**src/rtl/mmio_chk_pkg.sv**
```systemverilog
// ============================================================================
// Module      : mmio_chk_pkg
// Description : Shared types and constants for the MMIO store-to-output
//               latency checker (channel FSM states, address defaults,
//               latency counter width).
// Revision    : 1.0 - initial release
// ============================================================================
`default_nettype none

package mmio_chk_pkg;

  // Per-channel check state
  typedef enum logic [0:0] {
    IDLE = 1'b0,
    WAIT = 1'b1
  } chan_state_e;

  localparam logic [31:0] c_def_base_addr = 32'h0000_7000;
  localparam logic [31:0] c_def_stride    = 32'h0000_0010;

  // Width of the settle-latency counter and of o_worst_lat (window 1..15)
  localparam int c_lat_w = 4;

endpackage : mmio_chk_pkg

`default_nettype wire

```
**src/rtl/mmio_chk_chan.sv**
```systemverilog
// ============================================================================
// Module      : mmio_chk_chan
// Description : One channel of the latency checker. Captures the data of an
//               addressed store, then watches the observed peripheral output
//               for up to MAX_LAT edges. Reports a settle (with its latency)
//               or a timeout as single-cycle events for the top to aggregate.
// Ports       : i_clk, i_rst_n      clock / async active-low reset
//               i_clr               synchronous abort of any pending check
//               i_store, i_wdata    decoded store to this channel + its data
//               i_obs               observed output of this channel
//               o_match, o_lat      settled at this edge, latency 1..MAX_LAT
//               o_late              timed out at this edge
// Revision    : 1.0 - initial release
// ============================================================================
`default_nettype none

module mmio_chk_chan
  import mmio_chk_pkg::*;
#(
  parameter int DATA_W  = 32,
  parameter int MAX_LAT = 4
) (
  input  logic               i_clk,
  input  logic               i_rst_n,
  input  logic               i_clr,
  input  logic               i_store,
  input  logic [DATA_W-1:0]  i_wdata,
  input  logic [DATA_W-1:0]  i_obs,
  output logic               o_match,
  output logic               o_late,
  output logic [c_lat_w-1:0] o_lat
);

  // lat_q holds (edges since the store - 1), so the last allowed edge is
  // reached when lat_q equals MAX_LAT-1.
  localparam logic [c_lat_w-1:0] c_last = c_lat_w'(MAX_LAT - 1);

  chan_state_e        state_q;
  logic [DATA_W-1:0]  data_q;
  logic [c_lat_w-1:0] lat_q;
  logic               w_cmp;
  logic               w_eq;

  // A new store or a clear supersedes any outcome of the current check.
  assign w_cmp   = (state_q == WAIT) && !i_store && !i_clr;
  assign w_eq    = (i_obs == data_q);
  assign o_match = w_cmp && w_eq;
  assign o_late  = w_cmp && !w_eq && (lat_q == c_last);
  assign o_lat   = lat_q + c_lat_w'(1);

  always_ff @(posedge i_clk or negedge i_rst_n) begin
    if (!i_rst_n) begin
      state_q <= IDLE;
      data_q  <= '0;
      lat_q   <= '0;
    end else if (i_clr) begin
      state_q <= IDLE;
      lat_q   <= '0;
    end else if (i_store) begin
      state_q <= WAIT;
      data_q  <= i_wdata;
      lat_q   <= '0;
    end else begin
      case (state_q)
        WAIT: begin
          if (o_match || o_late) begin
            state_q <= IDLE;
            lat_q   <= '0;
          end else begin
            lat_q <= lat_q + c_lat_w'(1);
          end
        end
        default: state_q <= IDLE;
      endcase
    end
  end

endmodule : mmio_chk_chan

`default_nettype wire

```
**config.mk**
```make
export PLATFORM = sky130hd
export DESIGN_NAME = mmio_chk_chan
export DESIGN_NICKNAME = d
export VERILOG_FILES = /design/src/rtl/mmio_chk_pkg.sv /design/src/rtl/mmio_chk_chan.sv
export SDC_FILE = /design/constraint.sdc
export NUM_CORES = 1
export LEC_CHECK = 0
export ABC_AREA = 1
export CAP_MARGIN = 15
export CORE_MARGIN = 3
export CORE_UTILIZATION = 30
export CTS_BUF_LIST = sky130_fd_sc_hd__clkbuf_2 sky130_fd_sc_hd__clkbuf_4 sky130_fd_sc_hd__clkbuf_8
export CTS_CLUSTER_DIAMETER = 60
export DETAILED_ROUTE_END_ITERATION = 6
export PLACE_DENSITY_LB_ADDON = 0.3
export REMOVE_ABC_BUFFERS = 1
export SLEW_MARGIN = 25
export SYNTH_ARGS = -nofsm -noshare
export SYNTH_HDL_FRONTEND = slang
export SYNTH_SLANG_ARGS = --single-unit
```
**constraint.sdc**
```tcl
create_clock -name i_clk -period 1.6 [get_ports i_clk]
set_input_delay 0.32 -clock i_clk [delete_from_list [all_inputs] [get_ports i_clk]]
set_output_delay 0.32 -clock i_clk [all_outputs]
set_load 0.02 [all_outputs]
```
==> run metrics, run 1 <==
status=finished, violations left; failing checks=setup timing; # placed instances=406; die area=0.007913 mm^2; layout cell share with drive strength beyond 1=0.2722; setup TNS=-585.1 ps; die width=88.96 um; antenna diode count=0; Post-Syn Area per Cell=9.055 um^2; Ys Warns=0; clock sinks=37; number of global-route vias before repair=1738; Tot GR Track Use=0.1238; Worst EP required=1280 ps; CTS tree=done; pin count of the biggest net entering global routing=38; core area=0.006495 mm^2; initial antenna violation count=0; PD cells=764.2 mW/mm^2; # rows=29; DRT Pass-1 Iters=4; Routed WL=4603 um; hpwl dp=3563 um; vias per inst=4.154; pre-CTS WS=-876.7 ps; most frequent cells in the layout=58 x nand2_1, 40 x clkdlybuf4s50_1, 36 x dfrtp_1; Initial Util=0.3179; Clock Skew=4.121 ps; VDD IR max=300.7 uV; crit path max fanout=2; Worst Hold Class=input port to async pin; Final Slew Violations=0; placed instance area=0.003126 mm^2; fmax=0.5233 GHz; clock latency on the worst-skew pair=280 ps; nets=407; Overall Power=2.490 mW; Worst Path Class, Setup=input port to primary output; area grow syn2layout=57.82%; hold slack final=85.34 ps; FF+latch count, synth=37; initial DRC count=39; RSZ-0062 raised after global routing=true; Post-Layout Cell Count=415; antenna-violating nets left=0; fin area=0.003258 mm^2; slew of the pin with the lowest slew margin=486.3 ps; crit end category=primary output; Gate Count Post-Synth=228; via count=1724; leak pwr=1.629 nW; Remaining Overflow, GRT=0; first-pass GRT wire length=7548 um; clock period minus worst slack=1911 ps; num ports=74; total CTS buffers=5; CTS clk-pin slew, worst paths=70 ps; Slew headroom=0.6758; final routed DRC violation total=0; fin util=0.5016; crit path DAT=1590 ps; filler cell count in the final layout=625; most common cell after layout, fill and taps aside=nand2_1; H-tree depth=2; Netlist cell types=18; Hold Fails Final Rpt=0; Die Y=88.96 um; CP Launch Type=input port; RD Place Congestion=0.6847; number of max-cap violations=0; Final Cycle Share=1.194; port buffer count=73; CTS max path bufs=2; Seq/Total Area, Yosys=0.4485; root buffer cell=clkbuf_8; post-synthesis cell area=0.002064 mm^2; Avg WL per Cell=11.09 um; final setup margin=-311.1 ps; Finish-stage setup viols=2
[critical path: stages]
cell	delay (ps)
clkdlybuf4s50_1	480
nand2_1	60
nand2_1	60
nand2_1	50
nor2_1	90
nand2_1	70
nor2_2	150
buf_4	130
a21oi_2	50
buf_6	130
[synth_stat cells]
| cell type | n | share of area |
|---|---|---|
| nand2_4 | 1 | 0.0055 |
| buf_2 | 1 | 0.0024 |
| nor2_1 | 25 | 0.045 |
| dfrtp_1 | 37 | 0.45 |
| nor3_4 | 1 | 0.0079 |
| a21oi_1 | 12 | 0.029 |
| nand2_1 | 62 | 0.11 |
| nand3_2 | 1 | 0.0048 |
| xnor2_1 | 23 | 0.098 |
| mux2_2 | 5 | 0.027 |
| inv_1 | 26 | 0.047 |
| nor3_1 | 1 | 0.0024 |
| ha_1 | 1 | 0.0061 |
| nor2_2 | 2 | 0.0061 |
| mux2_4 | 16 | 0.12 |
| nand3_1 | 7 | 0.017 |
| inv_2 | 4 | 0.0073 |
| buf_6 | 3 | 0.016 |
[registers in the layout, summed over array words and instances (netlist names)]
name	flops
data_q	32
lat_q	4
state_q	1
[layer usage]
| metal | up-vias | part of all wire | track usage |
|---|---|---|---|
| met5 | - | 0 | 0 |
| met4 | 0 | 0.012 | 0.04060 |
| met3 | 6 | 0.080 | 0.03963 |
| met2 | 54 | 0.45 | 0.2038 |
| met1 | 749 | 0.46 | 0.1543 |
| li1 | 915 | - | - |
[cells by family (layout without fill, tap and decap cells)]
group	Yosys count	after routing	synth area share
flip-flops	37	37	0.4485
XOR/XNOR	23	23	0.09757
AND/OR/NAND/NOR	100	100	0.2018
adder cells (fa/ha/maj)	1	1	0.006060
buffers and inverters	34	144	0.07333
multiplexers	21	21	0.1436
AO/OA/AOI/OAI	12	12	0.02909
[timing repair]
action	in CTS	in global routing
resized for setup	57	15
setup endpoints to repair	6	10
buffers inserted	2	2
pin swaps	34	16
hold buffers	0	0
[final cells by class]
class                   instances  area [um^2]  area share
repair buffers                107        985.9      0.3026
clock buffers                   7        90.09     0.02765
inverters                      30        112.6     0.03456
multi-input cells             157         1046      0.3210
well taps                      77        96.34     0.02957
flip-flops and latches         37        927.1      0.2846
[worst paths after layout]
kind	start	to	slack, ps	depth (start not counted)
worst max register to register	data_q[29]	lat_q[2]	140	11
min in group i_clk	data_q[2]	data_q[2]	530	1
worst min-delay path	i_rst_n	data_q[10]	90	2
worst max-delay path	i_obs[21]	o_late	-310	10
worst min register to register	data_q[2]	data_q[2]	530	1
max in group asynchronous	i_rst_n	lat_q[0]	1160	2
[report_power, final]
group	internal, mW	switching (mW)
clock network	0.359	0.325
logic	0.438	0.238
registers	1.05	0.0763
total	1.85	0.639
(Power assumes the default switching activity.)
==> run 2: changes to the inputs <==
Settings changed: CORE_UTILIZATION 30 to 25.
==> run metrics, run 2 (synthesized netlist as in run 1, its figures left out) <==
# placed instances=435 (+7.1%); final routed DRC violation total=0 (unchanged); Tot GR Track Use=0.1066 (-0.01717); vias per inst=4.064 (-2.2%); CP Launch Type=input port; initial antenna violation count=0 (unchanged); Avg WL per Cell=10.72 um (-3.3%); CTS clk-pin slew, worst paths=80 ps (about the same); CTS max path bufs=2 (unchanged); die area=0.009385 mm^2 (+19%); core area=0.007888 mm^2 (+21%); crit path max fanout=2 (unchanged); VDD IR max=354.8 uV (+18%); most flop-heavy register=data_q; Die Y=96.88 um (+8.9%); leak pwr=1.713 nW (+5.2%); Worst Hold Class=input port to async pin; most common cell after layout, fill and taps aside=nand2_1; port buffer count=73 (unchanged); via count=1829 (+6.1%); PD cells=796.2 mW/mm^2 (+4.2%); failing checks=setup timing; RD Place Congestion=0.7507 (+9.6%); Slew headroom=0.6898 (+0.01401); Worst EP required=1280 ps (about the same); clock period minus worst slack=1889 ps (-21.59 ps); filler cell count in the final layout=796 (+27%); fmax=0.5292 GHz (+1.1%); RSZ-0062 raised after global routing=true; Remaining Overflow, GRT=0 (unchanged); hpwl dp=3788 um (+6.3%); DRT Pass-1 Iters=4 (unchanged); first-pass GRT wire length=8231 um (+9.0%); number of max-cap violations=0 (unchanged); area grow syn2layout=65.03%; reg-to-reg slack, setup=140 ps (about the same); H-tree depth=2 (unchanged); most frequent cells in the layout=61 x nand2_1, 38 x clkdlybuf4s50_1, 38 x buf_4; Clock Skew=10.89 ps (+6.769 ps); crit end category=primary output; clock latency on the worst-skew pair=290 ps (about the same); final setup margin=-289.5 ps (+21.59 ps); crit path DAT=1570 ps (-20 ps); initial DRC count=32 (-18%); Post-Layout Cell Count=450 (+8.4%); num ports=74 (unchanged); Hold Fails Final Rpt=0 (unchanged); Initial Util=0.2617 (-0.05612); Final Slew Violations=0 (unchanged); Worst Path Class, Setup=input port to primary output; nets=416 (+2.2%); CTS tree=done; status=finished, violations left; die width=96.88 um (+8.9%); antenna-violating nets left=0 (unchanged); Final Cycle Share=1.181 (-0.01349); pin count of the biggest net entering global routing=21 (-45%); pre-CTS WS=-847.9 ps (+28.77 ps); root buffer cell=clkbuf_8; number of flip-flops under the largest register name=32 (unchanged); antenna diode count=0 (unchanged); clock sinks=37 (unchanged); total CTS buffers=5 (unchanged); slew of the pin with the lowest slew margin=465.3 ps (-21.01 ps); layout cell share with drive strength beyond 1=0.2845 (+0.01229); # rows=32 (+10%); Finish-stage setup viols=3 (+1); top flop regs=data_q (32), lat_q (4), state_q (1); number of global-route vias before repair=1847 (+6.3%); Routed WL=4826 um (+4.8%)
[run 2: cell types whose count changed in the layout (fill, tap and decap cells not counted), sizes merged]
cell,previous run,this run
clkbuf,7,8
clkdlybuf4s50,40,38
buf,40,48
dlygate4sd2,26,25
dlygate4sd3,0,1
dlymetal6s2s,1,3
bufinv,0,1
[run 2: worst paths after layout]
path,start,to,cells past startpoint
min,i_rst_n,data_q[17],2
min in group i_clk,data_q[5],data_q[5],1
max,i_obs[2],o_late,9
max reg2reg,lat_q[0],lat_q[2],9
min reg2reg,data_q[5],data_q[5],1
max in group asynchronous,i_rst_n,data_q[8],3
[run 2: what timing repair did]
action | 4_1_cts | 5_1_grt
hold buffers | 1 | 0
resized for setup | 59 | 15
setup endpoints to repair | 6 | 8
setup buffers | 3 | 3
endpoints found under the hold margin | 17 | 0
pin swaps | 34 | 10
[run 2: final cells by class]
class,instances,area (um^2),share of cell area
repair buffers,116,1072,0.3147
multi-input cells,157,1049,0.3077
flip-flops and latches,37,925.9,0.2718
well taps,102,127.6,0.03746
inverters,30,112.6,0.03305
clock buffers,7,90.09,0.02644
clock inverters,1,30.03,0.008814
[run 2: stage by stage]
step                      utilization  hold slack [ps]  power [mW]  setup TNS, ps  instance area (um^2)
after CTS                      0.4242            517.5       2.750         -663.2                  3346
after floorplan                     -            24.41       1.479              0                  2026
after global placement         0.4056            305.4       1.857          -7265                  3199
final                          0.4319            508.7       2.713         -595.9                  3407
after global routing           0.4319            550.4       2.890         -904.3                  3407
after detailed placement       0.4056            306.6       1.871          -7696                  3199
[run 2: where the power goes]
| part | leakage [nW] | internal [mW] | switching (mW) |
|---|---|---|---|
| clock | 0.0619 | 0.526 | 0.342 |
| combinational | 1.22 | 0.466 | 0.250 |
| sequential | 0.434 | 1.05 | 0.0759 |
| total | 1.71 | 2.04 | 0.668 |
[run 2: metal layers]
layer	track usage	wire length, um	vias to the layer above	share of wire
li1	-	-	939	-
met1	0.1294	2120	836	0.44
met2	0.1789	2332	48	0.48
met3	0.03533	318	6	0.066
met4	0.03240	55	0	0.011
met5	0	0	-	0
[run 2: critical path: stages]
cell and delay [ps]:
clkdlybuf4s50_1 470, xnor2_1 110, nand2_1 80, nor2_1 90
nand2_1 60, nor2_2 140, buf_4 130, a21oi_2 40
buf_6 130
==> run 3: changes to the inputs <==
Settings changed: CORE_MARGIN 3 to default, PLACE_DENSITY_LB_ADDON 0.3 to 0.15.
==> run metrics, run 3 (synthesized netlist as in run 1, its figures left out) <==
# rows=32 (unchanged); crit end category=primary output; number of flip-flops under the largest register name=32 (unchanged); antenna diode count=0 (unchanged); total CTS buffers=5 (unchanged); Clock Skew=6.324 ps (-4.566 ps); Final Slew Violations=0 (unchanged); crit path DAT=1530 ps (-40 ps); failing checks=setup timing; FF-to-FF Start=data_q[26]; pin count of the biggest net entering global routing=38 (+81%); Tot GR Track Use=0.1145 (+0.007861); initial antenna violation count=0 (unchanged); core area=0.007848 mm^2 (-0.51%); number of global-route vias before repair=1746 (-5.5%); Overall Power=2.476 mW (-8.7%); Net Sw Frac=0.2518 (+0.005468); via count=1745 (-4.6%); sequential share of power=0.456 (+0.040); combinational share of power=0.273 (+0.009); Worst EP required=1280 ps (about the same); worst setup path end=o_match; RD Place Congestion=0.7091 (-5.5%); clock period minus worst slack=1847 ps (-42.48 ps); Slew headroom=0.6693 (-0.02047); most frequent cells in the layout=60 x nand2_1, 37 x dfrtp_1, 36 x clkdlybuf4s50_1; Remaining Overflow, GRT=0 (unchanged); CTS tree=done; final setup margin=-247.0 ps (+42.48 ps); Worst Hold Class=input port to async pin; Routed WL=4489 um (-7.0%); hold slack final=86.64 ps (-422.1 ps); layout cell share with drive strength beyond 1=0.2618 (-0.02272); area grow syn2layout=58.61%; die area=0.008626 mm^2 (-8.1%); Finish-stage setup viols=2 (-1); Hold Fails Final Rpt=0 (unchanged); Worst Path Class, Setup=flip-flop to primary output; Pint=1.852 mW (-9.4%); status=finished, violations left; nets=409 (-1.7%); RSZ-0062 raised after global routing=true; Setup crit start=data_q[26]; root buffer cell=clkbuf_8; final routed DRC violation total=0 (unchanged); Worst Reg2Reg Path Length in Cells=9 (unchanged); most flop-heavy register=data_q; CTS clk-pin slew, worst paths=70 ps (about the same); setup TNS=-466.3 ps (+129.5 ps); Initial Util=0.2631 (+0.001335); vias per inst=3.948 (-2.9%); port buffer count=73 (unchanged); DRT Pass-1 Iters=4 (unchanged); antenna-violating nets left=0 (unchanged); H-tree depth=2 (unchanged); reg-to-reg slack, setup=130 ps (about the same); number of max-cap violations=0 (unchanged); hold buffer count at cts=0 (-1); clock latency on the worst-skew pair=280 ps (about the same); hpwl dp=3418 um (-9.8%); net switching power=0.6235 mW (-6.7%); num ports=74 (unchanged); clock sinks=37 (unchanged); top flop regs=data_q (32), lat_q (4), state_q (1); fin util=0.4173 (-0.01470); slew of the pin with the lowest slew margin=496.0 ps (+30.71 ps); initial DRC count=58 (+81%); Avg WL per Cell=10.16 um (-5.3%); most common cell after layout, fill and taps aside=nand2_1; PD cells=756.1 mW/mm^2 (-5.0%); filler cell count in the final layout=842 (+5.8%); CTS max path bufs=2 (unchanged); crit path max fanout=2 (unchanged); fmax=0.5414 GHz (+2.3%); die width=92.88 um (-4.1%); first-pass GRT wire length=7776 um (-5.5%); part of the power in the clock network=0.271 (-0.049); Die Y=92.88 um (-4.1%); Final Cycle Share=1.154 (-0.02655); Reg2Reg Capture Point=state_q; CP Launch Type=flip-flop; VDD IR max=309.1 uV (-13%); leak pwr=1.643 nW (-4.1%)
[run 3: changes by cell type in the layout (fill, tap and decap cells not counted), moves of 2 or more]
cell / change
nor2_2: -4
dlygate4sd2_1: +4
nor2_1: +3
buf_12: -2
clkdlybuf4s50_1: -2
buf_4: -3
buf_6: -2
[run 3: timing repair]
| action | in CTS | in global routing |
|---|---|---|
| setup endpoints to repair | 6 | 9 |
| buffers inserted | 1 | 1 |
| resized for setup | 57 | 13 |
| pin swaps | 29 | 10 |
[run 3: layer usage]
metal	up-vias	wire, um	GRT usage
met5	-	0	0
met1	771	2104	0.1497
met2	45	2053	0.1814
met3	2	306	0.03366
li1	927	-	-
met4	0	24	0.03462
[run 3: metrics by stage]
stage / cell area (um^2) / std cells / worst slack, ps
2_1_floorplan: 2026 / 224 / 165.3
3_3_place_gp: 3159 / 433 / -854.7
3_5_place_dp: 3159 / 433 / -850.7
4_1_cts: 3222 / 441 / -274.5
5_1_grt: 3274 / 442 / -373.4
6_report: 3274 / 442 / -247.0
[run 3: power groups by stage]
stage | Sequential, mW | Combinational (mW) | Clock (mW)
floorplan | 1.13 | 0.347 | 0
global placement | 1.14 | 0.697 | 0
detailed placement | 1.15 | 0.701 | 0
CTS | 1.13 | 0.681 | 0.711
global route | 1.15 | 0.758 | 0.739
finish | 1.13 | 0.677 | 0.670
[run 3: area by class of cell]
type                       count  area [um^2]  share of cell area
clock buffer                   7        90.09             0.02751
inverter                      30        112.6             0.03439
multi-input combinational    157         1039              0.3172
sequential                    37        925.9              0.2828
tap                          102        127.6             0.03898
timing repair buffer         109        979.7              0.2992
[run 3: worst min path at each step]
stage / slack (ps) / startpoint / cells past startpoint / end
after floorplan: 20 / i_rst_n / 0 / data_q[0]
after global placement: 420 / i_rst_n / 2 / data_q[27]
after detailed placement: 410 / i_rst_n / 2 / data_q[27]
after CTS: 100 / i_rst_n / 2 / data_q[4]
after global routing: 130 / i_rst_n / 2 / data_q[14]
final: 90 / i_rst_n / 2 / data_q[27]
[run 3: worst max-delay path, cell delays in order, from the launching register on]
cell and delay, ps:
dfrtp_1 390, xnor2_1 160, nand2_1 70, nor2_1 100, nand2_1 110, nor2_4 160, nand3_2 100, inv_2 60
buf_6 100
